<file path="src/rtl/reg_port_sequencer_if.sv">
// Register-port sequencer bundle: decoder request, execute-stage handshake
// and the register-file A/B read ports and D write port.
// The master modport is the sequencer side; the slave modport is everything around it.
interface reg_port_sequencer_if #(
    parameter int DATA_W = 16,
    parameter int ADDR_W = 5
);
    logic              req_valid;
    logic              req_ready;
    logic [ADDR_W-1:0] req_rs_a;
    logic [ADDR_W-1:0] req_rs_b;
    logic [ADDR_W-1:0] req_rd;
    logic              op_valid;
    logic [DATA_W-1:0] op_a;
    logic [DATA_W-1:0] op_b;
    logic              res_valid;
    logic [DATA_W-1:0] res_data;
    logic              res_ready;
    logic              wb_done;
    logic [ADDR_W-1:0] regAddrA;
    logic [ADDR_W-1:0] regAddrB;
    logic [ADDR_W-1:0] regAddrD;
    logic              regReA;
    logic              regReB;
    logic              regWeD;
    logic [DATA_W-1:0] busA;
    logic [DATA_W-1:0] busB;
    logic [DATA_W-1:0] busD;

    modport master (
        input  req_valid, req_rs_a, req_rs_b, req_rd, res_valid, res_data, busA, busB,
        output req_ready, op_valid, op_a, op_b, res_ready, wb_done,
               regAddrA, regAddrB, regAddrD, regReA, regReB, regWeD, busD
    );

    modport slave (
        output req_valid, req_rs_a, req_rs_b, req_rd, res_valid, res_data, busA, busB,
        input  req_ready, op_valid, op_a, op_b, res_ready, wb_done,
               regAddrA, regAddrB, regAddrD, regReA, regReB, regWeD, busD
    );
endinterface

</file>
<file path="src/rtl/reg_port_sequencer.sv">
// Register-port sequencer: reads two operands from the register file, hands
// them to the execute stage, then writes the result back with a
// setup / strobe (/ hold) sequence on regWeD. One request in flight at a time.
// All outputs are registered.
// Optional macro REGSEQ_WB_HOLD_EN adds a WB_HOLD cycle after the strobe so
// address and data stay stable across the falling edge of regWeD.
module reg_port_sequencer #(
    parameter int DATA_W = 16,
    parameter int ADDR_W = 5
) (
    input  logic                  clk,
    input  logic                  rst,
    reg_port_sequencer_if.master  sif
);
    typedef enum logic [2:0] {
        IDLE      = 3'd0,
        READ      = 3'd1,
        EXEC      = 3'd2,
        WB_SETUP  = 3'd3,
        WB_STROBE = 3'd4,
        WB_HOLD   = 3'd5,
        DONE      = 3'd6
    } state_t;

    state_t            state_q, state_d;
    logic [ADDR_W-1:0] rd_q, rd_d;
    logic              req_ready_q, req_ready_d;
    logic              op_valid_q, op_valid_d;
    logic [DATA_W-1:0] op_a_q, op_a_d;
    logic [DATA_W-1:0] op_b_q, op_b_d;
    logic              res_ready_q, res_ready_d;
    logic              wb_done_q, wb_done_d;
    logic [ADDR_W-1:0] addr_a_q, addr_a_d;
    logic [ADDR_W-1:0] addr_b_q, addr_b_d;
    logic [ADDR_W-1:0] addr_d_q, addr_d_d;
    logic              re_a_q, re_a_d;
    logic              re_b_q, re_b_d;
    logic              we_d_q, we_d_d;
    logic [DATA_W-1:0] bus_d_q, bus_d_d;

    // Next-state and next-output logic; every register holds unless its state changes it.
    always_comb begin
        state_d     = state_q;
        rd_d        = rd_q;
        req_ready_d = req_ready_q;
        op_valid_d  = op_valid_q;
        op_a_d      = op_a_q;
        op_b_d      = op_b_q;
        res_ready_d = res_ready_q;
        wb_done_d   = wb_done_q;
        addr_a_d    = addr_a_q;
        addr_b_d    = addr_b_q;
        addr_d_d    = addr_d_q;
        re_a_d      = re_a_q;
        re_b_d      = re_b_q;
        we_d_d      = 1'b0;
        bus_d_d     = bus_d_q;

        case (state_q)
            IDLE: begin
                if (sif.req_valid && req_ready_q) begin
                    state_d     = READ;
                    req_ready_d = 1'b0;
                    rd_d        = sif.req_rd;
                    addr_a_d    = sif.req_rs_a;
                    addr_b_d    = sif.req_rs_b;
                    // r0 is never read from the bus, so its port stays disabled.
                    re_a_d      = (sif.req_rs_a != '0);
                    re_b_d      = (sif.req_rs_b != '0);
                end
            end
            READ: begin
                state_d     = EXEC;
                op_a_d      = re_a_q ? sif.busA : '0;
                op_b_d      = re_b_q ? sif.busB : '0;
                re_a_d      = 1'b0;
                re_b_d      = 1'b0;
                op_valid_d  = 1'b1;
                res_ready_d = 1'b1;
            end
            EXEC: begin
                if (sif.res_valid) begin
                    state_d     = WB_SETUP;
                    op_valid_d  = 1'b0;
                    res_ready_d = 1'b0;
                    addr_d_d    = rd_q;
                    bus_d_d     = sif.res_data;
                end
            end
            WB_SETUP: begin
                if (rd_q == '0) begin
                    state_d   = DONE;
                    wb_done_d = 1'b1;
                end else begin
                    state_d = WB_STROBE;
                    we_d_d  = 1'b1;
                end
            end
            WB_STROBE: begin
`ifdef REGSEQ_WB_HOLD_EN
                state_d   = WB_HOLD;
`else
                state_d   = DONE;
                wb_done_d = 1'b1;
`endif
            end
            WB_HOLD: begin
                state_d   = DONE;
                wb_done_d = 1'b1;
            end
            DONE: begin
                state_d     = IDLE;
                wb_done_d   = 1'b0;
                req_ready_d = 1'b1;
            end
            default: begin
                state_d     = IDLE;
                req_ready_d = 1'b1;
                op_valid_d  = 1'b0;
                res_ready_d = 1'b0;
                wb_done_d   = 1'b0;
                re_a_d      = 1'b0;
                re_b_d      = 1'b0;
            end
        endcase
    end

    // State and output registers; reset aborts any sequence and drops regWeD at once.
    always_ff @(posedge clk) begin
        if (rst) begin
            state_q     <= IDLE;
            rd_q        <= '0;
            req_ready_q <= 1'b1;
            op_valid_q  <= 1'b0;
            op_a_q      <= '0;
            op_b_q      <= '0;
            res_ready_q <= 1'b0;
            wb_done_q   <= 1'b0;
            addr_a_q    <= '0;
            addr_b_q    <= '0;
            addr_d_q    <= '0;
            re_a_q      <= 1'b0;
            re_b_q      <= 1'b0;
            we_d_q      <= 1'b0;
            bus_d_q     <= '0;
        end else begin
            state_q     <= state_d;
            rd_q        <= rd_d;
            req_ready_q <= req_ready_d;
            op_valid_q  <= op_valid_d;
            op_a_q      <= op_a_d;
            op_b_q      <= op_b_d;
            res_ready_q <= res_ready_d;
            wb_done_q   <= wb_done_d;
            addr_a_q    <= addr_a_d;
            addr_b_q    <= addr_b_d;
            addr_d_q    <= addr_d_d;
            re_a_q      <= re_a_d;
            re_b_q      <= re_b_d;
            we_d_q      <= we_d_d;
            bus_d_q     <= bus_d_d;
        end
    end

    assign sif.req_ready = req_ready_q;
    assign sif.op_valid  = op_valid_q;
    assign sif.op_a      = op_a_q;
    assign sif.op_b      = op_b_q;
    assign sif.res_ready = res_ready_q;
    assign sif.wb_done   = wb_done_q;
    assign sif.regAddrA  = addr_a_q;
    assign sif.regAddrB  = addr_b_q;
    assign sif.regAddrD  = addr_d_q;
    assign sif.regReA    = re_a_q;
    assign sif.regReB    = re_b_q;
    assign sif.regWeD    = we_d_q;
    assign sif.busD      = bus_d_q;
endmodule

</file>
<file path="src/flat_wrapper.sv">
// flat-port wrapper written by rule: the top's interface ports become plain ports
module reg_port_sequencer_flat 
#(
    parameter int DATA_W = 16,
    parameter int ADDR_W = 5
)
  (clk, rst, sif_req_valid, sif_req_rs_a, sif_req_rs_b, sif_req_rd, sif_res_valid, sif_res_data, sif_busA, sif_busB, sif_req_ready, sif_op_valid, sif_op_a, sif_op_b, sif_res_ready, sif_wb_done, sif_regAddrA, sif_regAddrB, sif_regAddrD, sif_regReA, sif_regReB, sif_regWeD, sif_busD);
  reg_port_sequencer_if #(.DATA_W(DATA_W), .ADDR_W(ADDR_W)) sif_i ();
  input  logic clk;
  input  logic rst;
  input wire logic [$bits(sif_i.req_valid)-1:0] sif_req_valid;
  input wire logic [$bits(sif_i.req_rs_a)-1:0] sif_req_rs_a;
  input wire logic [$bits(sif_i.req_rs_b)-1:0] sif_req_rs_b;
  input wire logic [$bits(sif_i.req_rd)-1:0] sif_req_rd;
  input wire logic [$bits(sif_i.res_valid)-1:0] sif_res_valid;
  input wire logic [$bits(sif_i.res_data)-1:0] sif_res_data;
  input wire logic [$bits(sif_i.busA)-1:0] sif_busA;
  input wire logic [$bits(sif_i.busB)-1:0] sif_busB;
  output wire logic [$bits(sif_i.req_ready)-1:0] sif_req_ready;
  output wire logic [$bits(sif_i.op_valid)-1:0] sif_op_valid;
  output wire logic [$bits(sif_i.op_a)-1:0] sif_op_a;
  output wire logic [$bits(sif_i.op_b)-1:0] sif_op_b;
  output wire logic [$bits(sif_i.res_ready)-1:0] sif_res_ready;
  output wire logic [$bits(sif_i.wb_done)-1:0] sif_wb_done;
  output wire logic [$bits(sif_i.regAddrA)-1:0] sif_regAddrA;
  output wire logic [$bits(sif_i.regAddrB)-1:0] sif_regAddrB;
  output wire logic [$bits(sif_i.regAddrD)-1:0] sif_regAddrD;
  output wire logic [$bits(sif_i.regReA)-1:0] sif_regReA;
  output wire logic [$bits(sif_i.regReB)-1:0] sif_regReB;
  output wire logic [$bits(sif_i.regWeD)-1:0] sif_regWeD;
  output wire logic [$bits(sif_i.busD)-1:0] sif_busD;
  assign sif_i.req_valid = sif_req_valid;
  assign sif_i.req_rs_a = sif_req_rs_a;
  assign sif_i.req_rs_b = sif_req_rs_b;
  assign sif_i.req_rd = sif_req_rd;
  assign sif_i.res_valid = sif_res_valid;
  assign sif_i.res_data = sif_res_data;
  assign sif_i.busA = sif_busA;
  assign sif_i.busB = sif_busB;
  assign sif_req_ready = sif_i.req_ready;
  assign sif_op_valid = sif_i.op_valid;
  assign sif_op_a = sif_i.op_a;
  assign sif_op_b = sif_i.op_b;
  assign sif_res_ready = sif_i.res_ready;
  assign sif_wb_done = sif_i.wb_done;
  assign sif_regAddrA = sif_i.regAddrA;
  assign sif_regAddrB = sif_i.regAddrB;
  assign sif_regAddrD = sif_i.regAddrD;
  assign sif_regReA = sif_i.regReA;
  assign sif_regReB = sif_i.regReB;
  assign sif_regWeD = sif_i.regWeD;
  assign sif_busD = sif_i.busD;
  reg_port_sequencer #(.DATA_W(DATA_W), .ADDR_W(ADDR_W)) u_core (.clk(clk), .rst(rst), .sif(sif_i));
endmodule
</file>
<file path="config.mk">
export PLATFORM = sky130hd
export DESIGN_NAME = reg_port_sequencer_flat
export DESIGN_NICKNAME = d
export VERILOG_FILES = /design/src/rtl/reg_port_sequencer_if.sv /design/src/rtl/reg_port_sequencer.sv /design/src/flat_wrapper.sv
export SDC_FILE = /design/constraint.sdc
export NUM_CORES = 1
export LEC_CHECK = 0
export ABC_CLOCK_PERIOD_IN_PS = 1950
export BUFFER_PORTS_ARGS = -buffer_cell sky130_fd_sc_hd__buf_2
export CORE_ASPECT_RATIO = 0.75
export CORE_MARGIN = 2
export CORE_UTILIZATION = 46
export DETAILED_ROUTE_END_ITERATION = 10
export GPL_ROUTABILITY_DRIVEN = 0
export HOLD_SLACK_MARGIN = 0.05
export PLACE_DENSITY = 0.86
export SLEW_MARGIN = 20
export SYNTH_ARGS = -nofsm -noshare
export SYNTH_HDL_FRONTEND = slang
export SYNTH_SLANG_ARGS = --single-unit
</file>
<file path="constraint.sdc">
create_clock -name clk -period 1.95 [get_ports clk]
set_clock_uncertainty 0.15 [all_clocks]
set_input_delay 0.195 -clock clk [delete_from_list [all_inputs] [get_ports clk]]
set_output_delay 0.195 -clock clk [all_outputs]
set_load 0.005 [all_outputs]
</file>
==> impl_metrics.json <==
{
  "status": "complete, no violations",
  "drv_cap": 0,
  "path_class": "reg2reg",
  "hp-class": "in2reg",
  "drc": 0,
  "numPortBuffers": 136,
  "final_cell_area_um2": 4552,
  "p_per_area_nw_per_um2": 817.5,
  "ys_async_sr_fraction_pct": 0,
  "hold_viol_final": 0,
  "layout.cells.most_common_list": "buf_2, dfxtp_1, nand2_1",
  "fin_nets": 618,
  "post_cts_buffers": 0,
  "clk_latency_ns": 0.34,
  "firstDrtPassIters": 5,
  "yosysSeqAreaShare_pct": 52.27,
  "netlist_instances": 361,
  "final_common_cell": "buf_2",
  "period_needed_ns": 1.820,
  "cts_tree": "yes",
  "via_count": 3437,
  "slowest_stage": "or3b_2",
  "fmax_ghz": 0.5493,
  "clkTransAtPathRegs_ns": 0.08,
  "die-height_um": 73.34,
  "synth_flop_cell": "dfxtp_1",
  "area_delta_synth_final_pct": 54.35,
  "ys_seq_elements": 77,
  "die_w_um": 96.46,
  "drt-initial-drc-count": 224,
  "slew_headroom_pct": 54.54,
  "synth_nets": 430,
  "synth.avg_cell_area_um2": 8.169,
  "initial_core_util_pct": 47.14,
  "core_um2": 6256,
  "cp_cell_sequence": "or3b_2 > nand2_1 > a21oi_1",
  "die_area_um2": 7074,
  "antenna_found_initial": 0,
  "cts_sinks": 77,
  "clockRootBuffer": "clkbuf_8",
  "fillers": 426,
  "dpl_cell_area_um2": 3709,
  "cts_buffer_depth": 2,
  "grt_pass1_vias": 3276,
  "cts.htree.levels": 3,
  "worst_setup_path_start_kind": "flop",
  "fp-row-count": 25,
  "wirelength_mm": 9.558,
  "synth_edf_count": 0,
  "crit_arrival_ns": 1.89,
  "drive_gt1_share_pct": 30.02,
  "whs_ns": 0.08877,
  "grt_use_total_pct": 27.52,
  "cp_max_fo": 32,
  "yosysWarningCount": 0,
  "post-route-period-util_pct": 93.35,
  "rsz0062_at_grt": "false",
  "tightestPinTransition_ns": 0.6810,
  "overflow": 0,
  "p_leak_nw": 1.959,
  "setup_tns_ns": 0,
  "max_stage_delay_ns": 0.78,
  "synth.cell_area_um2": 2949,
  "io-pin-count": 137,
  "cts_buffers": 9,
  "insertedDiodeCount": 0,
  "setup_viol": 0,
  "avgViaCountPerCell": 5.421,
  "peakVddDrop_v": 0.0004529,
  "grt_max_degree": 34,
  "end_kind": "flop",
  "hpwlAfterDp_mm": 5.403,
  "wire_per_inst_um": 15.08,
  "final_max_slew_viol_count": 0,
  "grt_pass1_wl_mm": 14.90,
  "cp_data_required_time_ns": 2.02,
  "ant_nets": 0,
  "synthDistinctLibCells": 33
}
-- report_power, final --
group | switching [mW] | internal (mW)
sequential | 0.0992 | 1.65
clock | 0.586 | 0.721
combinational | 0.342 | 0.320
-- state kept, by name (all words and copies together) (netlist names), 3 cells and up --
register and flops:
u_core.sif.op_a 16, u_core.sif.regAddrB 5, u_core.sif.busD 16, u_core.rd_q 5, u_core.sif.op_b 16, u_core.state_q 3, u_core.sif.regAddrA 5, u_core.sif.regAddrD 5
-- final timing paths --
path,from,end,slack [ns],cells after the start
worst max register to register,u_core.state_q[0],u_core.sif.op_a[13],0.13,3
worst min register to register,u_core.sif.op_b[4],u_core.sif.op_b[4],0.30,2
worst min-delay path,sif_req_valid,u_core.sif.req_ready,0.09,3
worst max-delay path,u_core.state_q[0],u_core.sif.op_a[13],0.13,3
-- stage by stage --
step	total power, mW	setup slack, ns	util (%)	std cells
finish	3.721	0.1296	72.76	634
CTS	3.708	0.1834	72.76	634
global placement	2.306	0.2403	59.28	556
global route	3.901	0.07685	72.76	634
detailed placement	2.323	0.1997	59.28	556
floorplan	2.077	0.3320	-	361
-- timing repair --
item / 4_1_cts / 5_1_grt
resized for setup: 0 / 0
endpoints found under the hold margin: 65 / 0
hold buffers: 63 / 0
-- worst max-delay path, delay by kind of cell, from the launching register on --
kind             cells  cell delay (ns)
AO/OA/AOI/OAI        1             0.08
flip-flops           1             0.49
AND/OR/NAND/NOR      2             0.97
-- logic make-up after synthesis --
family | Yosys count | synth area share (%)
flip-flops | 77 | 52.27
AO/OA/AOI/OAI | 101 | 18.50
AND/OR/NAND/NOR | 144 | 23.38
buffers and inverters | 37 | 5.007
adder cells (fa/ha/maj) | 2 | 0.8484
-- metal layers --
layer,part of all wire [%],vias to the layer above,routed length [µm],GRT usage [%]
met5,0,-,0,0
met4,4.2,0,402,14.40
met3,8.8,46,845,10.77
met2,47,207,4522,44.14
met1,40,1558,3787,31.91
li1,-,1626,-,-
-- layout make-up --
| class | instances | area [µm²] | share of cell area, % |
|---|---|---|---|
| clock buffers | 10 | 127.6 | 2.804 |
| clock inverters | 5 | 85.08 | 1.869 |
| flip-flops and latches | 77 | 1541 | 33.86 |
| well taps | 81 | 101.3 | 2.226 |
| multi-input cells | 247 | 1266 | 27.82 |
| inverters | 5 | 18.77 | 0.4123 |
| repair buffers | 209 | 1411 | 31.01 |
-- synthesized netlist by cell type, types with 2 or more instances --
library cell / number / area share (%)
dfxtp_1: 77 / 52
nand2_1: 76 / 9.7
a21oi_1: 73 / 12
nand3_1: 48 / 8.1
clkbuf_1: 27 / 3.4
o21ai_0: 16 / 2.7
inv_1: 5 / 0.64
buf_2: 4 / 0.68
nor2_1: 3 / 0.38
or4_1: 3 / 0.76
a211oi_1: 2 / 0.51
ha_1: 2 / 0.85
nand3b_1: 2 / 0.51
nor3b_1: 2 / 0.51
o31a_1: 2 / 0.59
o32ai_1: 2 / 0.59
Note: power is estimated with default switching activity, not from simulation.
